[src/rtl/serial_subtractor8.sv]
// Bit-serial subtractor: Diff = A - B - Bin, one bit per clock LSB first,
// through a single full-subtractor cell and a borrow flip-flop.
module serial_subtractor8 #(
  parameter int WIDTH = 8
) (
  input  logic             clk,
  input  logic             rst_n,
  input  logic             start,
  input  logic [WIDTH-1:0] A,
  input  logic [WIDTH-1:0] B,
  input  logic             Bin,
  output logic [WIDTH-1:0] Diff,
  output logic             Bout,
  output logic             busy,
  output logic             done
);

  // state  | meaning
  // IDLE   | waiting for start
  // SHIFT  | one result bit per cycle, WIDTH cycles
  // DONE   | Diff/Bout just updated, done pulse
  localparam int CW = $clog2(WIDTH) + 1;

  typedef enum logic [1:0] {
    ST_IDLE  = 2'd0,
    ST_SHIFT = 2'd1,
    ST_DONE  = 2'd2
  } state_t;

  state_t           state;
  state_t           state_nxt;
  logic [WIDTH-1:0] a_sr;
  logic [WIDTH-1:0] b_sr;
  logic [WIDTH-1:0] res_sr;
  logic [WIDTH-1:0] res_nxt;
  logic             borrow;
  logic             borrow_nxt;
  logic             bit_d;
  logic [CW-1:0]    cnt;
  logic             last_bit;
  logic             load;

  assign bit_d      = a_sr[0] ^ b_sr[0] ^ borrow;
  assign borrow_nxt = (~a_sr[0] & b_sr[0]) | (~a_sr[0] & borrow) | (b_sr[0] & borrow);
  assign res_nxt    = {bit_d, res_sr[WIDTH-1:1]};
  assign last_bit   = (cnt == CW'(WIDTH - 1));

  always_ff @(posedge clk or negedge rst_n) begin
    if (!rst_n) begin
      state <= ST_IDLE;
    end else begin
      state <= state_nxt;
    end
  end

  // A start seen on the DONE exit edge is taken directly so that a held
  // start yields one result every WIDTH+1 cycles.
  always_comb begin
    state_nxt = state;
    load      = 1'b0;
    case (state)
      ST_IDLE: begin
        if (start) begin
          load      = 1'b1;
          state_nxt = ST_SHIFT;
        end
      end
      ST_SHIFT: begin
        if (last_bit) begin
          state_nxt = ST_DONE;
        end
      end
      ST_DONE: begin
        if (start) begin
          load      = 1'b1;
          state_nxt = ST_SHIFT;
        end else begin
          state_nxt = ST_IDLE;
        end
      end
      default: begin
        state_nxt = ST_IDLE;
      end
    endcase
  end

  always_ff @(posedge clk or negedge rst_n) begin
    if (!rst_n) begin
      a_sr   <= '0;
      b_sr   <= '0;
      res_sr <= '0;
      borrow <= 1'b0;
      cnt    <= '0;
    end else if (load) begin
      a_sr   <= A;
      b_sr   <= B;
      res_sr <= '0;
      borrow <= Bin;
      cnt    <= '0;
    end else if (state == ST_SHIFT) begin
      a_sr   <= {1'b0, a_sr[WIDTH-1:1]};
      b_sr   <= {1'b0, b_sr[WIDTH-1:1]};
      res_sr <= res_nxt;
      borrow <= borrow_nxt;
      cnt    <= cnt + CW'(1);
    end
  end

  // Result registers move only on the edge that enters DONE.
  always_ff @(posedge clk or negedge rst_n) begin
    if (!rst_n) begin
      Diff <= '0;
      Bout <= 1'b0;
    end else if (state == ST_SHIFT && last_bit) begin
      Diff <= res_nxt;
      Bout <= borrow_nxt;
    end
  end

  assign busy = (state == ST_SHIFT);
  assign done = (state == ST_DONE);

endmodule

[config.mk]
export PLATFORM = sky130hd
export DESIGN_NAME = serial_subtractor8
export DESIGN_NICKNAME = d
export VERILOG_FILES = /design/src/rtl/serial_subtractor8.sv
export SDC_FILE = /design/constraint.sdc
export NUM_CORES = 1
export LEC_CHECK = 0
export ABC_AREA = 0
export CELL_PAD_IN_SITES_DETAIL_PLACEMENT = 1
export CELL_PAD_IN_SITES_GLOBAL_PLACEMENT = 2
export CORE_ASPECT_RATIO = 0.8
export CORE_MARGIN = 1.5
export CORE_UTILIZATION = 30
export CTS_CLUSTER_DIAMETER = 120
export DETAILED_ROUTE_END_ITERATION = 10
export PLACE_DENSITY = 0.81
export SETUP_SLACK_MARGIN = 0.4
export SLEW_MARGIN = 30
export SYNTH_ARGS = -nofsm -noshare
export SYNTH_HDL_FRONTEND = slang
export SYNTH_SLANG_ARGS = --single-unit
export TNS_END_PERCENT = 5
[constraint.sdc]
create_clock -name clk -period 1.44 [get_ports clk]
set_input_delay 0.288 -clock clk [delete_from_list [all_inputs] [get_ports clk]]
set_output_delay 0.288 -clock clk [all_outputs]
set_load 0.005 [all_outputs]
### Yosys cells after proc, flatten, opt, wreduce, memory -nomap -nowiden

Index checks and enable logic that the tools add are counted.

* add/sub/neg operators: 1
* equality and inequality tests: 5
* multiplexer cells: 16
* bitwise logic cells: 8
* reduce and logical (&&, ||, !) cells: 5

Operator list (number)
* $mux 8: 6
* $mux 4: 2
* $pmux 2 s3: 1
* $mux 1: 5
* $add 4x1->4 const B: 1
* $eq 4x3->1 const B: 1
* $mux 2: 2
* $and 1x1->1: 3
* $eq 2x1->1 const B: 1
* $eq 2x2->1 const B: 1
* $logic_not 2->1: 1
* $ne 2x1->1 const B: 1
* $ne 2x2->1 const B: 1
* $or 1x1->1: 2
* $reduce_and 2->1: 1
* $reduce_bool 2->1: 1
* $reduce_or 2->1: 1
* $xor 1x1->1: 2
* $logic_and 1x1->1: 1
* $not 1->1: 1

* register bits: 40
* bits of input ports: 20
* output and inout port bits: 11
* word-level logic and storage cells: 43

### Logic depth before layout (Yosys ltp)

Gate-level depths: netlist of the first run.

* depth after elaboration: 6
* mapped depth: 6
* gate-level depth less buffers: 4

### Least setup slack after synthesis of the first run

Ideal clock, no wire load.

* path kind: register to register
* from: reg cnt[0]
* to: reg Bout
* setup time: 0.125 ns
* data arrival time: 1.305 ns
* data required time: 1.315 ns
* setup slack: 0.010 ns
* stages on the path, launching flop included: 5
* path buffers: 0
* period minus slack after synthesis: 1.430 ns
* cells stage by stage: dfrtp_1 > ha_1 > nand2_1 > nor3_4 > mux2_2

* word-level cells in the longest chain between the ends: 2

Ends and longest elaborated chain
* start: declaration: RTL line 39 `logic [CW-1:0] cnt;`
* start signal: assignment: RTL line 105 `cnt <= cnt + CW'(1);`
* $eq 4x3->1: RTL line 46 `assign last_bit = (cnt == CW'(WIDTH - 1));`
* $logic_and 1x1->1: RTL line 114 `end else if (state == ST_SHIFT && last_bit) begin`
* end signal: assignment: RTL line 116 `Bout <= borrow_nxt;`
* end: declaration: RTL line 13 `output logic Bout,`

Every way passes these cells.
A chain may end at the register's enable or synchronous reset.

### Final worst setup path of the first run

* from: reg state[1]
* to: reg Bout

* word-level cells in the longest chain between the ends: 2

Ends and longest elaborated chain
* start: declaration: RTL line 30 `state_t state;`
* start signal: assignment: RTL line 52 `state <= state_nxt;`
* $eq 2x1->1: RTL line 114
* $logic_and 1x1->1: RTL line 114

Every way passes these cells.

==> impl_metrics.csv, run 1 <==
group,metric,value,unit
power,peakVddDrop,0.000767,V
sta,setup_violations,9,
cts,clk_pin_slew,0.08,ns
placement,port_buffers,30,
global_routing,gr-total-overflow,0,
worst_setup_path,path_max_fanout,10,
placement,dp_slack,-0.166,ns
cts,cts_buffer_depth,2,
floorplanning,die_height,68.7,µm
cells_and_area,seq_area,976,µm²
route,drt_first_pass_iters,7,
cells_and_area,num_antenna_cells,0,
yosys,async_flop_share,100,%
floorplanning,io_pins,31,
cells_and_area,final_nets,211,
status,status,"finished, violations left",
status,violations,"DRC, setup timing",
yosys,postSynthAreaPerCell,11.8,µm²
yosys,syn-instance-count,137,
route,wl,4.00,mm
cts,cts_buffers,5,
placement,routabilityCongestion,0.732,
cells_and_area,final_util,43.7,%
global_routing,grt_max_degree,28,
route,vias,1257,
sta,finalHoldViolations,0,
yosys,synth_cell_types,26,
sta,clock_skew,0.00964,ns
global_routing,grtUsageTotal,14.8,%
route,drtIter0Drc,51,
cts,cts_tree,"done",
cts,clockRootBuffer,"clkbuf_8",
worst_setup_path,worst_setup_path_end_kind,"flip-flop",
route,via_per_inst,4.99,
flow_run,maxCapViolCount,0,
global_routing,grt_pass1_vias,1275,
sta,worst_slack,-0.0413,ns
cells_and_area,multiInputGateArea,607,µm²
sta,post-route-min-period,1.48,ns
power,pwr-share-seq,40.5,%
global_routing,grt_pass1_wl,6.49,mm
floorplanning,die_w,85.1,µm
power,pwr-share-clk,15.3,%
cells_and_area,n_fill_cell,559,
sta,slew_headroom,74.8,%
yosys,yosysWarnings,0,
power,p_comb_share,44.2,%
worst_setup_path,worstSetupPathType,"flip-flop to flip-flop",
yosys,seq_area_frac_synth,60.3,%
sta,clock.fmax,675,MHz
floorplanning,start_util,31.8,%
power,internal_power,3.06,mW
power,power_density,2140,nW/µm²
cts,clk_latency,0.30,ns
global_routing,grt_antenna_before_repair,0,
sta,slew_violations,0,
yosys,synth_nets,159,
route,final_antenna_net_count,0,
cts,htree_num_levels,2,
route,wl_per_cell,15.9,µm
cts,cts_sinks,39,
placement,dpl.hpwl,2.87,mm
yosys,synthFlopType,"dfrtp_1",
min_path,hp-class,"input port to asynchronous set/reset pin",
power,p_sw_share,35.6,%
sta,post-route-period-util,103,%
cells_and_area,drive_above_1_share,27.4,%
yosys,netlist_area,1620,µm²
worst_setup_path,worstPathArrival,1.66,ns
worst_setup_path,critPathLaunchType,"flip-flop",
sta,worst_pin_slew,0.378,ns
route,drcViolationCount,1,
floorplanning,core_area,5090,µm²
sta,setup_tns,-0.224,ns
sta,rsz0062_at_grt,"true",
yosys,yosys_register_bits,39,
floorplanning,row_count,23,
yosys,synth_edf_count,0,
worst_setup_path,cp_data_required_time,1.62,ns
power,p_leak,1.04,nW
cells_and_area,area_growth,37.6,%
floorplanning,dieArea,5850,µm²
power,power_switching,1.69,mW
sta,hold_ws,0.430,ns
==> synth_stat cells (2+ instances only) <==
cell type / count / area, µm²
clkbuf_1: 4 / 15.0
nand2_1: 24 / 90.1
a31oi_1: 6 / 37.5
inv_1: 2 / 7.51
mux2_2: 9 / 101
nor2_1: 6 / 22.5
dfrtp_1: 39 / 976
a22oi_1: 8 / 60.1
mux2i_1: 3 / 30.0
nand3_1: 9 / 45.0
o21ai_0: 2 / 10.0
a22o_1: 9 / 78.8
buf_4: 3 / 22.5
==> critical path: stages (launching register included) <==
cell and delay, ns:
dfrtp_1 0.39, buf_6 0.12, nand2b_4 0.16, nor3_4 0.20
buf_12 0.16, mux2_2 0.33
==> power by group through the flow <==
stage | registers [mW] | logic, mW | clock network (mW)
after floorplan | 1.88 | 1.17 | 0
after global placement | 1.93 | 1.98 | 0
after detailed placement | 1.97 | 2.10 | 0
after CTS | 1.93 | 2.12 | 0.742
after global routing | 2.00 | 2.34 | 0.786
final | 1.93 | 2.10 | 0.728
==> metrics by stage <==
step                      total power [mW]  cells  area (µm²)
after floorplan                       3.05    137        1620
after global placement                3.91    237        2120
after detailed placement              4.07    237        2120
after CTS                             4.79    250        2200
after global routing                  5.13    252        2230
final                                 4.76    252        2230
==> path summary, 6_finish.rpt <==
kind                                 startpoint                  end  slack (ns)  depth (start not counted)
setup reg to reg           state[1]$_DFFE_PN0P_     Bout$_DFFE_PN0P_       -0.04                          5
setup / recovery           state[1]$_DFFE_PN0P_     Bout$_DFFE_PN0P_       -0.04                          5
max in group asynchronous                 rst_n  a_sr[6]$_DFFE_PN0P_        0.52                          3
hold reg to reg             a_sr[6]$_DFFE_PN0P_  a_sr[6]$_DFFE_PN0P_        0.50                          2
min in group clk            a_sr[6]$_DFFE_PN0P_  a_sr[6]$_DFFE_PN0P_        0.50                          2
hold / removal                            rst_n  b_sr[5]$_DFFE_PN0P_        0.43                          2
==> cell usage in the layout (no fill, tap or decap), drive strengths merged, types with 6 or more instances in the layout <==
cell / n
clkbuf: 7
a22o: 9
dfrtp: 39
clkdlybuf4s50: 18
a31oi: 6
buf: 33
nor2: 7
mux2: 9
nand2: 24
nand3: 9
a22oi: 8
==> area by class of cell <==
type                            instances  area share (%)
Sequential cell                        39            43.8
Multi-Input combinational cell         88            27.2
Clock inverter                          1           0.225
Tap cell                               62            3.48
Clock buffer                            7            3.43
Inverter                                3           0.618
Timing Repair Buffer                   52            21.2
==> cells by family after synthesis <==
group	after synthesis	share of synthesized area, %
buffers and inverters	10	3.01
DFF	39	60.3
adders and majority gates	2	2.01
AOI/OAI and AO/OA	27	12.7
muxes	12	8.11
and+or+nand+nor	47	13.9
==> per-layer routing <==
metal | part of all wire [%] | GRT usage [%] | wire length, µm
met1 | 48 | 20.1 | 1940
met2 | 46 | 23.0 | 1860
met3 | 4.0 | 3.21 | 162
met4 | 1.0 | 6.76 | 42
met5 | 0 | 0 | 0
==> what timing repair did <==
| item | in CTS | in global routing |
|---|---|---|
| resized for setup | 50 | 2 |
| buffers inserted | 4 | 2 |
| pin swaps | 1 | 3 |
| setup endpoints to repair | 50 | 50 |
| hold buffers | 1 | 0 |
| hold endpoints to repair | 13 | 0 |
==> state kept, by name, summed over array words and instances (netlist names) <==
name    flops
Diff        8
a_sr        8
b_sr        8
res_sr      7
cnt         4
state       2
Bout        1
borrow      1
Power figures use the tool's default switching activity.
==> run 2: changes to the inputs <==
--- a/config.mk
+++ b/config.mk
@@ -13,6 +13,7 @@
 export CORE_UTILIZATION = 30
 export CTS_CLUSTER_DIAMETER = 120
 export DETAILED_ROUTE_END_ITERATION = 10
+export GPL_TIMING_DRIVEN = 0
 export PLACE_DENSITY = 0.81
 export SETUP_SLACK_MARGIN = 0.4
 export SLEW_MARGIN = 30
==> impl_metrics.csv, run 2 (synthesized netlist as in run 1, its figures left out) <==
group,metric,value,unit
worst_setup_path,worstSetupPathType,"flip-flop to output pin",
sta,finalHoldViolations,0,
floorplanning,row_count,23,
cells_and_area,area_growth,39.6,%
flow_run,maxCapViolCount,0,
sta,clock.fmax,684,MHz
worst_setup_path,r2r_end,"Bout$_DFFE_PN0P_",
global_routing,gr-total-overflow,0,
power,power_density,2190,nW/µm²
placement,dpl.hpwl,2.72,mm
cts,cts_buffer_depth,2,
worst_setup_path,r2r-start,"cnt[1]$_DFFE_PN0P_",
cells_and_area,final_common_cell,"dfrtp_1",
route,drtIter0Drc,76,
placement,port_buffers,30,
power,total_power,4.95,mW
cells_and_area,final_cell_mix,"dfrtp_1, nand2_1, clkdlybuf4s50_1",
route,vias,1232,
cells_and_area,final_util,44.4,%
sta,setup_violations,3,
route,final_antenna_net_count,0,
placement,routabilityCongestion,0.734,
floorplanning,die_w,85.1,µm
floorplanning,core_area,5090,µm²
cts,cts_buffers,5,
min_path,hp-class,"input port to asynchronous set/reset pin",
route,wl_per_cell,16.4,µm
cts,cts_sinks,39,
cells_and_area,num_antenna_cells,0,
worst_setup_path,cp-startpoint,"state[0]$_DFFE_PN0P_",
sta,post-route-min-period,1.46,ns
global_routing,grt_antenna_before_repair,0,
cells_and_area,multiInputGateArea,658,µm²
status,violations,"DRC, setup timing",
global_routing,grtUsageTotal,14.6,%
worst_setup_path,path_max_fanout,4,
worst_setup_path,cp_data_required_time,1.15,ns
route,via_per_inst,5.01,
cells_and_area,n_fill_cell,549,
route,wl,4.03,mm
sta,worst_pin_slew,0.377,ns
floorplanning,die_height,68.7,µm
status,status,"finished, violations left",
worst_setup_path,reg2reg_depth,5,
cts,htree_num_levels,2,
floorplanning,dieArea,5850,µm²
route,drcViolationCount,1,
cells_and_area,seq_area,977,µm²
cts,clk_latency,0.29,ns
sta,slew_headroom,74.8,%
floorplanning,start_util,31.8,%
power,p_leak,1.05,nW
sta,slew_violations,0,
sta,rsz0062_at_grt,"true",
cts,clockRootBuffer,"clkbuf_8",
sta,clock_skew,0.00426,ns
cells_and_area,reg.largest.list,"Diff: 8 flops, a_sr: 8 flops, b_sr: 8 flops",
worst_setup_path,crit_path_end,"busy",
worst_setup_path,critPathLaunchType,"flip-flop",
sta,worst_slack,-0.0219,ns
worst_setup_path,r2r_slack,0,ns
sta,post-route-period-util,102,%
worst_setup_path,worst_setup_path_end_kind,"output pin",
worst_setup_path,worstPathArrival,1.17,ns
global_routing,grt_max_degree,22,
cells_and_area,final_nets,206,
floorplanning,io_pins,31,
global_routing,grt_pass1_wl,6.35,mm
global_routing,grt_pass1_vias,1321,
cells_and_area,drive_above_1_share,29.3,%
cts,cts_tree,"done",
cts,clk_pin_slew,0.07,ns
power,peakVddDrop,0.000682,V
route,drt_first_pass_iters,7,
==> run 2: cell count changes in the layout (fill, tap and decap cells not counted), moves of 2 or more <==
cell      before  now
buf_6          3    1
clkbuf_4       0    2
buf_8          0    3
clkbuf_1       2    0
buf_4         15    7
buf_12         4    1
mux2_2         7    3
mux2_4         2    6
==> run 2: through the flow <==
stage                     hold slack (ns)  worst slack (ns)  TNS [ns]  cells  area (µm²)
after detailed placement            0.292            -0.473     -9.89    230        2020
after floorplan                  -0.00759            0.0100         0    137        1620
after global placement              0.483            -0.840    -41.16    229        2000
final                               0.449           -0.0219   -0.0250    246        2260
after CTS                           0.510           -0.0303    -0.130    245        2200
after global routing                0.473           -0.0695    -0.342    246        2260
==> run 2: final cells by class <==
| type | count | area share, % |
|---|---|---|
| buffer | 7 | 3.98 |
| sequential | 39 | 43.2 |
| tap | 62 | 3.43 |
| clock buffer | 6 | 3.65 |
| multi-input combinational | 89 | 29.1 |
| inverter | 3 | 0.830 |
| clock inverter | 1 | 0.221 |
| timing repair buffer | 39 | 15.6 |
==> run 2: repair_timing <==
action / CTS / global route
pin swaps: 2 / 2
buffers inserted: 7 / 0
gates cloned: 0 / 1
hold buffers: 1 / 0
resized for setup: 66 / 16
endpoints found under the hold margin: 20 / 0
setup endpoints to repair: 50 / 69
==> run 2: how the worst min path moves through the flow <==
stage	startpoint	to	slack, ns	depth (start not counted)
after detailed placement	rst_n	b_sr[5]$_DFFE_PN0P_	0.29	1
after CTS	res_sr[1]$_DFFE_PN0P_	res_sr[1]$_DFFE_PN0P_	0.51	1
after global placement	cnt[2]$_DFFE_PN0P_	cnt[2]$_DFFE_PN0P_	0.48	1
after global routing	rst_n	b_sr[5]$_DFFE_PN0P_	0.47	2
after floorplan	rst_n	Bout$_DFFE_PN0P_	-0.008	0
final	rst_n	b_sr[5]$_DFFE_PN0P_	0.45	2
==> run 2: routing by layer <==
layer	wire, µm	vias up	track usage (%)	share of wire, %
met5	0	-	0	0
met4	40	0	6.15	0.99
met3	167	4	4.05	4.1
met2	1810	20	21.8	45
met1	2010	631	20.2	50
li1	-	577	-	-
==> run 2: power breakdown <==
group / internal [mW] / switching (mW) / leakage (nW)
sequential: 1.61 / 0.342 / 0.484
combinational: 1.20 / 1.04 / 0.515
clock: 0.376 / 0.378 / 0.0470
total: 3.19 / 1.76 / 1.05
==> run 2: worst max-delay path, stage by stage (launching register included) <==
cell	delay (ns)
dfrtp_2	0.44
nand2b_4	0.09
buf_8	0.11
inv_8	0.03
buf_8	0.11
buf_6	0.10
